### src/rtl/one_bit_alu.sv
// one_bit_alu: single-bit ALU slice with a registered output stage.
// Performs AND, OR, full-add or full-subtract on two 1-bit operands and a
// carry/borrow-in. Slices chain carryOut into the next slice's carryIn.
// Optional feature: define ONE_BIT_ALU_ZERO_FLAG_EN to add a registered
// zero flag output (zero = result==0).
module one_bit_alu (
  input  logic       clk,
  input  logic       rst_n,
  input  logic       in1,
  input  logic       in2,
  input  logic       carryIn,
  input  logic [1:0] op,
  output logic       carryOut,
  output logic       result
`ifdef ONE_BIT_ALU_ZERO_FLAG_EN
  ,
  output logic       zero
`endif
);

  typedef enum logic [1:0] {
    OP_AND = 2'd0,
    OP_OR  = 2'd1,
    OP_ADD = 2'd2,
    OP_SUB = 2'd3
  } op_e;

  op_e  opSel;
  logic bEff;
  logic result_d;
  logic carry_d;
  logic result_q;
  logic carry_q;

  assign opSel = op_e'(op);

  // Next-state datapath; subtraction reuses the adder with an inverted B
  // operand, so carryOut=1 means no borrow and the first slice feeds carryIn=1.
  always_comb begin
    bEff     = in2;
    result_d = 1'b0;
    carry_d  = 1'b0;
    case (opSel)
      OP_AND: begin
        result_d = in1 & in2;
        carry_d  = 1'b0;
      end
      OP_OR: begin
        result_d = in1 | in2;
        carry_d  = 1'b0;
      end
      OP_ADD: begin
        bEff     = in2;
        result_d = in1 ^ bEff ^ carryIn;
        carry_d  = (in1 & bEff) | (in1 & carryIn) | (bEff & carryIn);
      end
      OP_SUB: begin
        bEff     = ~in2;
        result_d = in1 ^ bEff ^ carryIn;
        carry_d  = (in1 & bEff) | (in1 & carryIn) | (bEff & carryIn);
      end
      default: begin
        result_d = 1'b0;
        carry_d  = 1'b0;
      end
    endcase
  end

  // Output registers: capture every rising edge, cleared immediately on reset.
  always_ff @(posedge clk or negedge rst_n) begin
    if (!rst_n) begin
      result_q <= 1'b0;
      carry_q  <= 1'b0;
    end else begin
      result_q <= result_d;
      carry_q  <= carry_d;
    end
  end

  assign result   = result_q;
  assign carryOut = carry_q;

`ifdef ONE_BIT_ALU_ZERO_FLAG_EN
  logic zero_q;

  // Zero flag registered alongside result; reset value is 0, not 1.
  always_ff @(posedge clk or negedge rst_n) begin
    if (!rst_n) begin
      zero_q <= 1'b0;
    end else begin
      zero_q <= ~result_d;
    end
  end

  assign zero = zero_q;
`endif

endmodule

### config.mk
export PLATFORM = sky130hd
export DESIGN_NAME = one_bit_alu
export DESIGN_NICKNAME = d
export VERILOG_FILES = /design/src/rtl/one_bit_alu.sv
export SDC_FILE = /design/constraint.sdc
export NUM_CORES = 1
export LEC_CHECK = 0
export CAP_MARGIN = 20
export CORE_AREA = 2 2 39 41
export DETAILED_ROUTE_END_ITERATION = 8
export DIE_AREA = 0 0 41 43
export PLACE_DENSITY = 0.44
export SYNTH_ARGS = -nofsm -noshare
export SYNTH_HDL_FRONTEND = slang
export SYNTH_SLANG_ARGS = --single-unit
### constraint.sdc
create_clock -name clk -period 0.9 [get_ports clk]
set_input_delay 0.225 -clock clk [delete_from_list [all_inputs] [get_ports clk]]
set_output_delay 0.225 -clock clk [all_outputs]
set_load 0.01 [all_outputs]
==> metrics.md, run 1 <==
| Metric | Value |
|---|---|
| Die H | `43 um` |
| CTS tree | `built` |
| Post-synthesis sequential area ratio | `0.282` |
| CTS H-tree depth | `1` |
| Total CTS buffers | `3` |
| Worst-path clk slew | `0.03 ns` |
| Initial antenna violation count | `0` |
| FP Rows | `14` |
| Antenna Nets Post-Route | `0` |
| Worst hold path class | `in -> async` |
| Global-route wire length before repair | `558 um` |
| Root Driver | `clkbuf_4` |
| Run status | `finished with violations` |
| CP arrival | `0.71 ns` |
| Final Worst Setup Slack | `-0.0311 ns` |
| Area grow syn2layout | `72.5%` |
| Setup violations, final | `3` |
| Nets | `41` |
| Via/cell ratio | `4.29` |
| Yosys reg bits | `2` |
| Worst slew pin tran | `0.218 ns` |
| Final hold vios | `0` |
| Via count | `206` |
| CP delay by family, top | `flip-flops` |
| Routability cong. | `0.558` |
| Buffers on Ports | `8` |
| Worst setup SP type | `register` |
| Max VDD drop | `0.235 mV` |
| Slew HR | `0.853` |
| CORE AREA | `1380 um^2` |
| Max incr delay on CP | `0.35 ns` |
| Post-Route WL | `463 um` |
| Placement Cell Area | `282 um^2` |
| Number of clock sinks | `2` |
| Vias in the first global route | `164` |
| Largest net degree at the start of global routing | `9` |
| CP max-delay cell | `dfrtp_1` |
| Period utilisation layout | `1.03` |
| Worst path cell trace | `buf_2` |
| Crit Path Class | `reg -> out` |
| Final min period | `0.931 ns` |
| # DRC | `0` |
| Warnings from Yosys | `0` |
| I/O pin cnt | `9` |
| Worst path buffer plus inverter count | `1` |
| Initial Utilization | `0.128` |
| RSZ-0062 raised after global routing | `true` |
| Critical Path End Type | `output port` |
| Wirelength per Cell | `9.65 um` |
| Max-slew violations | `0` |
| Max cap viols | `0` |
| Gr usage total | `0.0520` |
| Maximum fanout along the worst path | `1` |
| Share of layout cells above drive strength 1 | `0.500` |
| Die Footprint | `1760 um^2` |
| First-pass DRT Iterations | `4` |
| Mapped Area | `178 um^2` |
| Overflow after GRT | `0` |
| Syn nets | `27` |
| Number of unique standard cell types used by synthesis | `15` |
| Most frequent cells in the layout | `3 x clkbuf_4, 3 x clkdlybuf4s15_2, 3 x buf_2, 3 x buf_4` |
| Finished Core Util | `0.222` |
| Failing checks | `setup timing` |
| F_max | `1.07 GHz` |
| Avg Cell Area, Syn | `8.88 um^2` |
| Required time worst endpoint | `0.67 ns` |
| Initial drt markers | `6` |
| P_leak | `0.130 nW` |
| Post-CTS Setup Bufs | `0` |
| Post-Synthesis Cells | `20` |
| Maximum clock path buffer count | `2` |
| DIE WIDTH | `41 um` |
| Power density cells | `1350 nW/um^2` |
| Final instance area | `307 um^2` |
| N_diodes | `0` |
[power by group]
group | leakage (nW) | internal, mW | switching, mW
Clock | 0.0138 | 0.147 | 0.0528
Combinational | 0.0923 | 0.0596 | 0.0533
Sequential | 0.0240 | 0.0993 | 0.00190
[repair_timing]
| action | CTS | global route |
|---|---|---|
| setup endpoints to repair | 4 | 3 |
| hold endpoints to repair | 0 | 0 |
| pin swaps | 2 | 3 |
| gates resized for setup | 22 | 4 |
| gates cloned | 0 | 0 |
| hold buffers | 0 | 0 |
[synthesized netlist by cell type]
cell type,n,share of area
a21oi_1,2,0.056
a31oi_1,2,0.070
buf_6,2,0.13
dfrtp_1,2,0.28
o21ai_0,2,0.056
a21boi_0,1,0.042
inv_1,1,0.021
nand2_1,1,0.021
nor2_1,1,0.021
nor4bb_1,1,0.056
o21a_1,1,0.042
o311ai_1,1,0.049
o31a_2,1,0.056
xnor2_1,1,0.049
xor2_1,1,0.049
[metrics by stage]
| stage | hold slack, ns | std cells | total power [mW] | setup TNS [ns] | setup WS [ns] |
|---|---|---|---|---|---|
| 2_1_floorplan | -0.0706 | 20 | 0.164 | -0.00467 | -0.00467 |
| 3_3_place_gp | 0.394 | 45 | 0.217 | -1.35 | -0.544 |
| 3_5_place_dp | 0.401 | 45 | 0.218 | -1.36 | -0.541 |
| 4_1_cts | 0.156 | 48 | 0.421 | -0.0831 | -0.0471 |
| 5_1_grt | 0.154 | 48 | 0.447 | -0.193 | -0.0826 |
| 6_report | 0.163 | 48 | 0.414 | -0.0804 | -0.0311 |
[sequential cells by signal, summed over array words and instances, names as in the netlist]
name	flops
result	1
carryOut	1
[worst paths after layout]
kind | startpoint | slack, ns | cells after the start | end
max in group asynchronous | rst_n | 0.62 | 1 | result$_DFF_PN0_
setup / recovery | result$_DFF_PN0_ | -0.03 | 1 | result
hold / removal | rst_n | 0.16 | 1 | carryOut$_DFF_PN0_
min in group clk | in2 | 0.42 | 4 | carryOut$_DFF_PN0_
[area by class of cell]
type / count / area (um^2)
Fill cell: 154 / 1080
Inverter: 1 / 3.75
Tap cell: 16 / 20.0
Timing Repair Buffer: 11 / 90.1
Sequential cell: 2 / 50.0
Clock buffer: 3 / 22.5
Multi-Input combinational cell: 15 / 120
[metal layers]
metal,part of all wire,routed length (um),global-route usage,up-vias
met3,0.065,30,0.0314,0
met1,0.39,181,0.0444,99
met2,0.54,250,0.0719,7
met4,0,0,0.0600,0
li1,-,-,-,100
met5,0,0,0,-
[logic make-up after synthesis]
logic type | share of synthesized area
AOI/OAI and AO/OA | 0.373
and+or+nand+nor | 0.0986
xor gates and xnor gates | 0.0986
DFF | 0.282
buffers and inverters | 0.148
Note: power is estimated with default switching activity, not from simulation.
==> inputs of run 2 (changes only) <==
--- a/config.mk
+++ b/config.mk
@@ -5,10 +5,12 @@
 export SDC_FILE = /design/constraint.sdc
 export NUM_CORES = 1
 export LEC_CHECK = 0
-export CAP_MARGIN = 20
+export CAP_MARGIN = 25
 export CORE_AREA = 2 2 39 41
+export CTS_BUF_LIST = sky130_fd_sc_hd__clkbuf_2 sky130_fd_sc_hd__clkbuf_4 sky130_fd_sc_hd__clkbuf_8
 export DETAILED_ROUTE_END_ITERATION = 8
 export DIE_AREA = 0 0 41 43
+export HOLD_SLACK_MARGIN = 0.02
 export PLACE_DENSITY = 0.44
 export SYNTH_ARGS = -nofsm -noshare
 export SYNTH_HDL_FRONTEND = slang
==> results of run 2 <==
The final DEF is identical to that of run 1; final timing and power are the same.
==> inputs of run 3 (changes only) <==
==> constraint.sdc (replaced) <==
create_clock -name clk -period 0.9 [get_ports clk]
set_input_delay 0.18 -clock clk [delete_from_list [all_inputs] [get_ports clk]]
set_output_delay 0.18 -clock clk [all_outputs]
set_load 0.01 [all_outputs]
==> metrics.md, run 3 (synthesized netlist as in run 1, its figures left out) <==
| Metric | Value |
|---|---|
| Slew HR | `0.832 (was 0.853)` |
| Tot Pwr | `0.407 mW (was 0.414 mW)` |
| Maximum clock path buffer count | `2 (unchanged)` |
| Nets | `42 (was 41)` |
| Via count | `206 (unchanged)` |
| Worst hold path class | `in -> async (unchanged)` |
| Period utilisation layout | `0.982 (was 1.03)` |
| Worst setup SP type | `primary input (was register)` |
| Number of clock sinks | `2 (unchanged)` |
| Switch Pwr | `0.102 mW (was 0.108 mW)` |
| Critical Path End Type | `register (was output port)` |
| Area grow syn2layout | `71.8% (was 72.5%)` |
| # DRC | `0 (unchanged)` |
| DIE WIDTH | `41 um (unchanged)` |
| Global-route wire length before repair | `779 um (was 558 um)` |
| CTS tree | `built (unchanged)` |
| Total CTS buffers | `3 (unchanged)` |
| Via/cell ratio | `4.20 (was 4.29)` |
| Share of layout cells above drive strength 1 | `0.485 (was 0.500)` |
| Commonest non-fill, non-tap cell in the layout | `buf_4` |
| Root Driver | `clkbuf_4 (unchanged)` |
| Gr usage total | `0.0721 (was 0.0520)` |
| Vias in the first global route | `209 (was 164)` |
| Initial drt markers | `1 (was 6)` |
| CORE AREA | `1380 um^2 (unchanged)` |
| Clk network pwr share | `0.479 (was 0.483)` |
| Worst slew pin tran | `0.251 ns (was 0.218 ns)` |
| Max cap viols | `0 (unchanged)` |
| Final hold vios | `0 (unchanged)` |
| N_diodes | `0 (unchanged)` |
| Initial antenna violation count | `0 (unchanged)` |
| Run status | `complete, no violations (was finished with violations)` |
| P_leak | `0.129 nW (was 0.130 nW)` |
| Net Sw Frac | `0.250 (was 0.261)` |
| Final min period | `0.884 ns (was 0.931 ns)` |
| Internal power | `0.305 mW (was 0.306 mW)` |
| Sequential power share | `0.248 (was 0.244)` |
| Power density cells | `1330 nW/um^2 (was 1350 nW/um^2)` |
| Max-slew violations | `0 (unchanged)` |
| Antenna Nets Post-Route | `0 (unchanged)` |
| Required time worst endpoint | `1.05 ns (was 0.67 ns)` |
| FP Rows | `14 (unchanged)` |
| CP max-delay cell | `nor4bb_2 (was dfrtp_1)` |
| Worst path cell trace | `clkdlybuf4s15_2, nor4bb_2, a31oi_1, o311ai_1, o21a_1 (was buf_2)` |
| CP arrival | `1.04 ns (was 0.71 ns)` |
| Post-Route WL | `501 um (was 463 um)` |
| Crit Path Class | `in -> reg (was reg -> out)` |
| Max incr delay on CP | `0.29 ns (was 0.35 ns)` |
| Max VDD drop | `0.281 mV (was 0.235 mV)` |
| Most frequent cells in the layout | `4 x buf_4, 3 x clkbuf_4, 3 x clkdlybuf4s15_2 (was 3 x clkbuf_4, 3 x clkdlybuf4s15_2, 3 x buf_2, 3 x buf_4)` |
| I/O pin cnt | `9 (unchanged)` |
| RSZ-0062 raised after global routing | `true (unchanged)` |
| Fin Setup TNS | `0 ns (was -0.0804 ns)` |
| Initial Utilization | `0.128 (unchanged)` |
| Wirelength per Cell | `10.2 um (was 9.65 um)` |
| First-pass DRT Iterations | `2 (was 4)` |
| Largest net degree at the start of global routing | `8 (was 9)` |
| Maximum fanout along the worst path | `6 (was 1)` |
| Overflow after GRT | `0 (unchanged)` |
| Routability cong. | `0.538 (was 0.558)` |
| Die Footprint | `1760 um^2 (unchanged)` |
| Combinational cell fraction of total power | `0.273 (about the same)` |
| Worst-path clk slew | `0.03 ns (about the same)` |
| Buffers on Ports | `8 (unchanged)` |
| CTS H-tree depth | `1 (unchanged)` |
| Setup violations, final | `0 (was 3)` |
| F_max | `1.13 GHz (was 1.07 GHz)` |
| Die H | `43 um (unchanged)` |
[run 3: changes by cell type in the layout (fill, tap and decap cells not counted), sizes merged]
| cell | change |
|---|---|
| clkbuf | +1 |
[run 3: worst max-delay path: cells and delay by family]
family,cells,cell delay [ns]
buffers and inverters,1,0.24
AO/OA/AOI/OAI,3,0.33
AND/OR/NAND/NOR,1,0.29
[run 3: final cells by class]
cell class	instances	area, um^2
multi-input cells	15	111
clock buffers	3	22.5
flip-flops and latches	2	50.0
well taps	16	20.0
fillers	167	1080
repair buffers	12	97.6
inverters	1	3.75
[run 3: worst max path at each step]
stage	to	slack, ns	start	depth (start not counted)
global route	carryOut	-0.02	carryOut$_DFF_PN0_	1
finish	result$_DFF_PN0_	0.02	carryIn	5
global placement	result$_DFF_PN0_	-0.51	op[1]	5
CTS	result$_DFF_PN0_	0.004	in2	5
floorplan	result$_DFF_PN0_	0.01	in1	4
detailed placement	result$_DFF_PN0_	-0.56	op[1]	5
[run 3: routing by layer]
metal / track usage / wire length, um / part of all wire
met1: 0.0732 / 196 / 0.39
met5: 0 / 0 / 0
met4: 0.0600 / 0 / 0
met3: 0.0576 / 70 / 0.14
met2: 0.0906 / 234 / 0.47
[run 3: through the flow]
| step | hold WS (ns) | util | instances | cell area (um^2) | worst slack, ns |
|---|---|---|---|---|---|
| CTS | 0.120 | 0.220 | 49 | 304 | 0.00445 |
| floorplan | -0.116 | - | 20 | 178 | 0.0116 |
| detailed placement | 0.358 | 0.206 | 46 | 285 | -0.563 |
| global route | 0.122 | 0.221 | 49 | 305 | -0.0150 |
| global placement | 0.349 | 0.206 | 46 | 285 | -0.513 |
| finish | 0.124 | 0.221 | 49 | 305 | 0.0164 |
[run 3: what timing repair did]
| action | 4_1_cts | 5_1_grt |
|---|---|---|
| hold buffers | 0 | 0 |
| pin swaps | 2 | 1 |
| endpoints found under the setup margin | 4 | 3 |
| setup buffers | 0 | 0 |
| resized for setup | 22 | 2 |
[run 3: power by group through the flow]
stage | combinational, mW | clock (mW) | sequential (mW)
floorplan | 0.0515 | 0 | 0.108
global placement | 0.114 | 0 | 0.102
detailed placement | 0.119 | 0 | 0.102
CTS | 0.110 | 0.206 | 0.101
global route | 0.121 | 0.223 | 0.102
finish | 0.111 | 0.195 | 0.101
==> edit 1: new RTL, settings of run 2 <==
The option `ONE_BIT_ALU_ZERO_FLAG_EN` is turned on by a define.
--- a/src/rtl/one_bit_alu.sv
+++ b/src/rtl/one_bit_alu.sv
@@ -4,4 +4,6 @@
 // Optional feature: define ONE_BIT_ALU_ZERO_FLAG_EN to add a registered
 // zero flag output (zero = result==0).
+`define ONE_BIT_ALU_ZERO_FLAG_EN
+
 module one_bit_alu (
   input  logic       clk,
Behaviour (old outputs only; new: zero): unchanged (Yosys induction, for registers that start in step).
==> edit 1 against run 2 <==
The flow still finishes with violations (negative setup slack); worst setup slack worse by 8.9 ps; sequential share of layout area is 4.2 points higher; cell area is 19% higher; core utilization is 4.2 points higher; via count is 8.3% higher; routed wire length is 27% higher; sequential cell count is 1 higher; combinational power is 27% higher; area after synthesis is 2.1% higher; power is 36% higher.
==> edit 1: results (changes against run 2) <==
failing checks: negative setup slack (unchanged)
actual slew at the worst max-slew pin: 357.0 ps (was 218.0 ps)
top post-synthesis cells by area: dfrtp_1 (41%), xor2_1 (9.7%), a21oi_1 (8.3%) (was dfrtp_1 (28%), buf_6 (13%), a31oi_1 (7.0%))
Int Pwr: 0.4179 mW (was 0.3062 mW)
share of power burned in registers: 27.4% (was 24.4%)
Synth top cells by count: a21oi_1 (3), dfrtp_1 (3), nand2_1 (2), o21ai_1 (2), xor2_1 (2) (was a21oi_1 (2), a31oi_1 (2), buf_6 (2), dfrtp_1 (2), o21ai_0 (2))
GR Util met1: 5.714% (was 4.444%)
setup repair bufs after CTS: 0 (unchanged)
total track usage: 7.400% (was 5.200%)
Final Setup Violations: 3 (unchanged)
vias in the first global route: 239 (was 164)
met2 usage: 14.69% (was 7.187%)
setup_tns: -95.96 ps (was -80.37 ps)
DR iter-0 viols: 0 (was 6)
layout cells sized above 1: 62.16% (was 50.00%)
final estimated routing congestion in global placement: 0.6092 (was 0.5582)
worst vdd rail ir drop: 0.2908 mV (was 0.2349 mV)
DR vias: 223 (was 206)
run status: complete, but fails checks (unchanged)
leak pwr: 0.1645 nW (was 0.1302 nW)
clk pwr: 0.264 mW (was 0.200 mW)
setup slack after layout: -39.99 ps (was -31.09 ps)
filler instances: 149 (was 154)
met3 Use GR: 1.571% (was 3.141%)
fin nets: 45 (was 41)
post-cts repair resize count: 32 (was 22)
TritonRoute pass-1 iters: 1 (was 4)
power per cell area: 1537 mW/mm^2 (was 1351 mW/mm^2)
==> edit 1: metrics by stage <==
stage | hold slack [ps] | util [%] | std cells | cell area, sq um
after floorplan | -70.59 | - | 20 | 181.4
after global placement | 409.8 | 23.24 | 49 | 321.6
after detailed placement | 415.3 | 23.24 | 49 | 321.6
after CTS | 176.1 | 24.41 | 53 | 337.8
after global routing | 172.3 | 26.40 | 53 | 365.4
final | 174.3 | 26.40 | 53 | 365.4
==> edit 1: area by class of cell <==
cell class	instances	area [sq um]	share of cell area (%)
sequential	3	75.07	20.55
multi-input combinational	17	143.9	39.38
clock buffer	4	30.03	8.219
timing repair buffer	13	96.34	26.37
tap	16	20.02	5.479
==> edit 1: metal layers <==
metal / up-vias / share of wire (%)
met2: 5 / 61
met4: 0 / 2.0
li1: 108 / -
met3: 2 / 5.1
met1: 108 / 32
met5: - / 0
==> edit 1: cells by family after synthesis <==
logic type | synth area share (%)
and+or+nand+nor | 15.17
xor gates and xnor gates | 9.657
AOI/OAI and AO/OA | 33.79
DFF | 41.38
==> edit 2: new RTL, settings of run 2 <==
Made on the original files. Register the inputs `in1`, `in2`, `carryIn` and `op` before use. The logic sees them one clock later.
--- a/src/rtl/one_bit_alu.sv
+++ b/src/rtl/one_bit_alu.sv
@@ -26,4 +26,16 @@
   } op_e;
 
+  logic in1_q;
+  logic in2_q;
+  logic carryIn_q;
+  logic [1:0] op_q;
+
+  always_ff @(posedge clk) begin
+    in1_q     <= in1;
+    in2_q     <= in2;
+    carryIn_q <= carryIn;
+    op_q      <= op;
+  end
+
   op_e  opSel;
   logic bEff;
@@ -33,30 +45,30 @@
   logic carry_q;
 
-  assign opSel = op_e'(op);
+  assign opSel = op_e'(op_q);
 
   // Next-state datapath; subtraction reuses the adder with an inverted B
   // operand, so carryOut=1 means no borrow and the first slice feeds carryIn=1.
   always_comb begin
-    bEff     = in2;
+    bEff     = in2_q;
     result_d = 1'b0;
     carry_d  = 1'b0;
     case (opSel)
       OP_AND: begin
-        result_d = in1 & in2;
+        result_d = in1_q & in2_q;
         carry_d  = 1'b0;
       end
       OP_OR: begin
-        result_d = in1 | in2;
+        result_d = in1_q | in2_q;
         carry_d  = 1'b0;
       end
       OP_ADD: begin
-        bEff     = in2;
-        result_d = in1 ^ bEff ^ carryIn;
-        carry_d  = (in1 & bEff) | (in1 & carryIn) | (bEff & carryIn);
+        bEff     = in2_q;
+        result_d = in1_q ^ bEff ^ carryIn_q;
+        carry_d  = (in1_q & bEff) | (in1_q & carryIn_q) | (bEff & carryIn_q);
       end
       OP_SUB: begin
-        bEff     = ~in2;
-        result_d = in1 ^ bEff ^ carryIn;
-        carry_d  = (in1 & bEff) | (in1 & carryIn) | (bEff & carryIn);
+        bEff     = ~in2_q;
+        result_d = in1_q ^ bEff ^ carryIn_q;
+        carry_d  = (in1_q & bEff) | (in1_q & carryIn_q) | (bEff & carryIn_q);
       end
       default: begin
Function: changed (Yosys sat finds a counterexample within 4 cycles, from zero or initial values and one cycle with rst_n low).
==> edit 2 against run 2 <==
Cell area up 39%; global-route usage rose by 3.4 points; sequential share of layout area grew 21 points; the run still ends with negative setup slack left; worst setup slack got worse by 120 ps; first-iteration DRC count is the same; largest power group is now registers; cell count up 13%; area after synthesis grew 56%; fmax is 11% lower; routed wire length increased by 29%; power grew 83%; sequential cell count rose by 5.
==> edit 2: results (changes against run 2) <==
run status: complete, but fails checks (unchanged)
failing checks: negative setup slack (unchanged)
CP Max Fanout: 7 (was 1)
Sw Share: 21.70% (was 26.07%)
Hold Slack: 136.2 ps (was 163.3 ps)
number of non-filler instances in the completed layout: 54 (was 48)
setup_tns: -258.8 ps (was -80.37 ps)
Comb power: 0.100 mW (was 0.113 mW)
number of distinct library cells after synthesis: 16 (was 15)
vias in the first global route: 258 (was 164)
placed standard-cell area: 381.6 sq um (was 281.5 sq um)
worst vdd rail ir drop: 0.9832 mV (was 0.2349 mV)
setup slack after layout: -146.2 ps (was -31.09 ps)
slew margin rel.: 83.87% (was 85.27%)
first-pass GRT wire length: 1.007 mm (was 558 um)
Cells after DPL: 50 (was 45)
critical path endpoint category: register (was primary output)
final estimated routing congestion in global placement: 0.7064 (was 0.5582)
Clock transition at path regs: 50 ps (was 30 ps)
Crit path arrival time: 1190 ps (was 710 ps)
Synth Area in XOR/XNOR: 6.306% (was 9.859%)
slowest stage delay, CP: 370 ps (was 350 ps)
share of power burned in registers: 46.5% (was 24.4%)
fin nets: 46 (was 41)
dpl ws: -157.4 ps (was -540.8 ps)
CP max-delay cell: dfxtp_4 (was dfrtp_1)
Mapped Avg Cell Area: 11.11 sq um (was 8.884 sq um)
top post-synthesis cells by area: dfxtp_1 (36%), dfrtp_1 (18%), buf_6 (8.1%) (was dfrtp_1 (28%), buf_6 (13%), a31oi_1 (7.0%))
complex-gate fraction of the synthesized area: 23.87% (was 37.32%)
hold crit path type: input port to async pin (unchanged)
largest net degree at the start of global routing: 8 (was 9)
Post-synth ARST share: 28.57% (was 100.0%)
synthesized net count: 32 (was 27)
WL/cell: 11.06 um (was 9.646 um)
Final Setup Violations: 3 (unchanged)
register area share after synthesis: 54.05% (was 28.17%)
layout cells sized above 1: 42.11% (was 50.00%)
TritonRoute pass-1 iters: 2 (was 4)
DR vias: 235 (was 206)
## edit 2: timing repair
action                     CTS  global route
resized for setup           13             3
hold buffers                 0             0
pin swaps                    1             1
setup endpoints to repair    4             4
## edit 2: cell families (layout without fill, tap and decap cells)
group                  Yosys count  in the layout
buffers and inverters            3             16
flip-flops                       7              7
XOR/XNOR                         2              2
AO/OA/AOI/OAI                   10             10
AND/OR/NAND/NOR                  3              3
## edit 2: worst max-delay path, delay by kind of cell (launching register included)
kind                   cells  cell delay (ps)
AOI/OAI and AO/OA          3              420
DFF                        1              370
buffers and inverters      1              150
## edit 2: layer usage
metal	vias up	global-route usage, %	routed length [um]
li1	117	-	-
met1	107	8.065	244
met2	11	14.06	308
met3	0	6.283	44
met4	0	2.667	0
met5	-	0	0
## edit 2: layout make-up
cell class	instances	area [sq um]
fillers	144	957.2
flip-flops and latches	7	160.2
well taps	16	20.02
clock buffers	4	30.03
repair buffers	11	92.59
inverters	1	3.754
multi-input cells	15	120.1
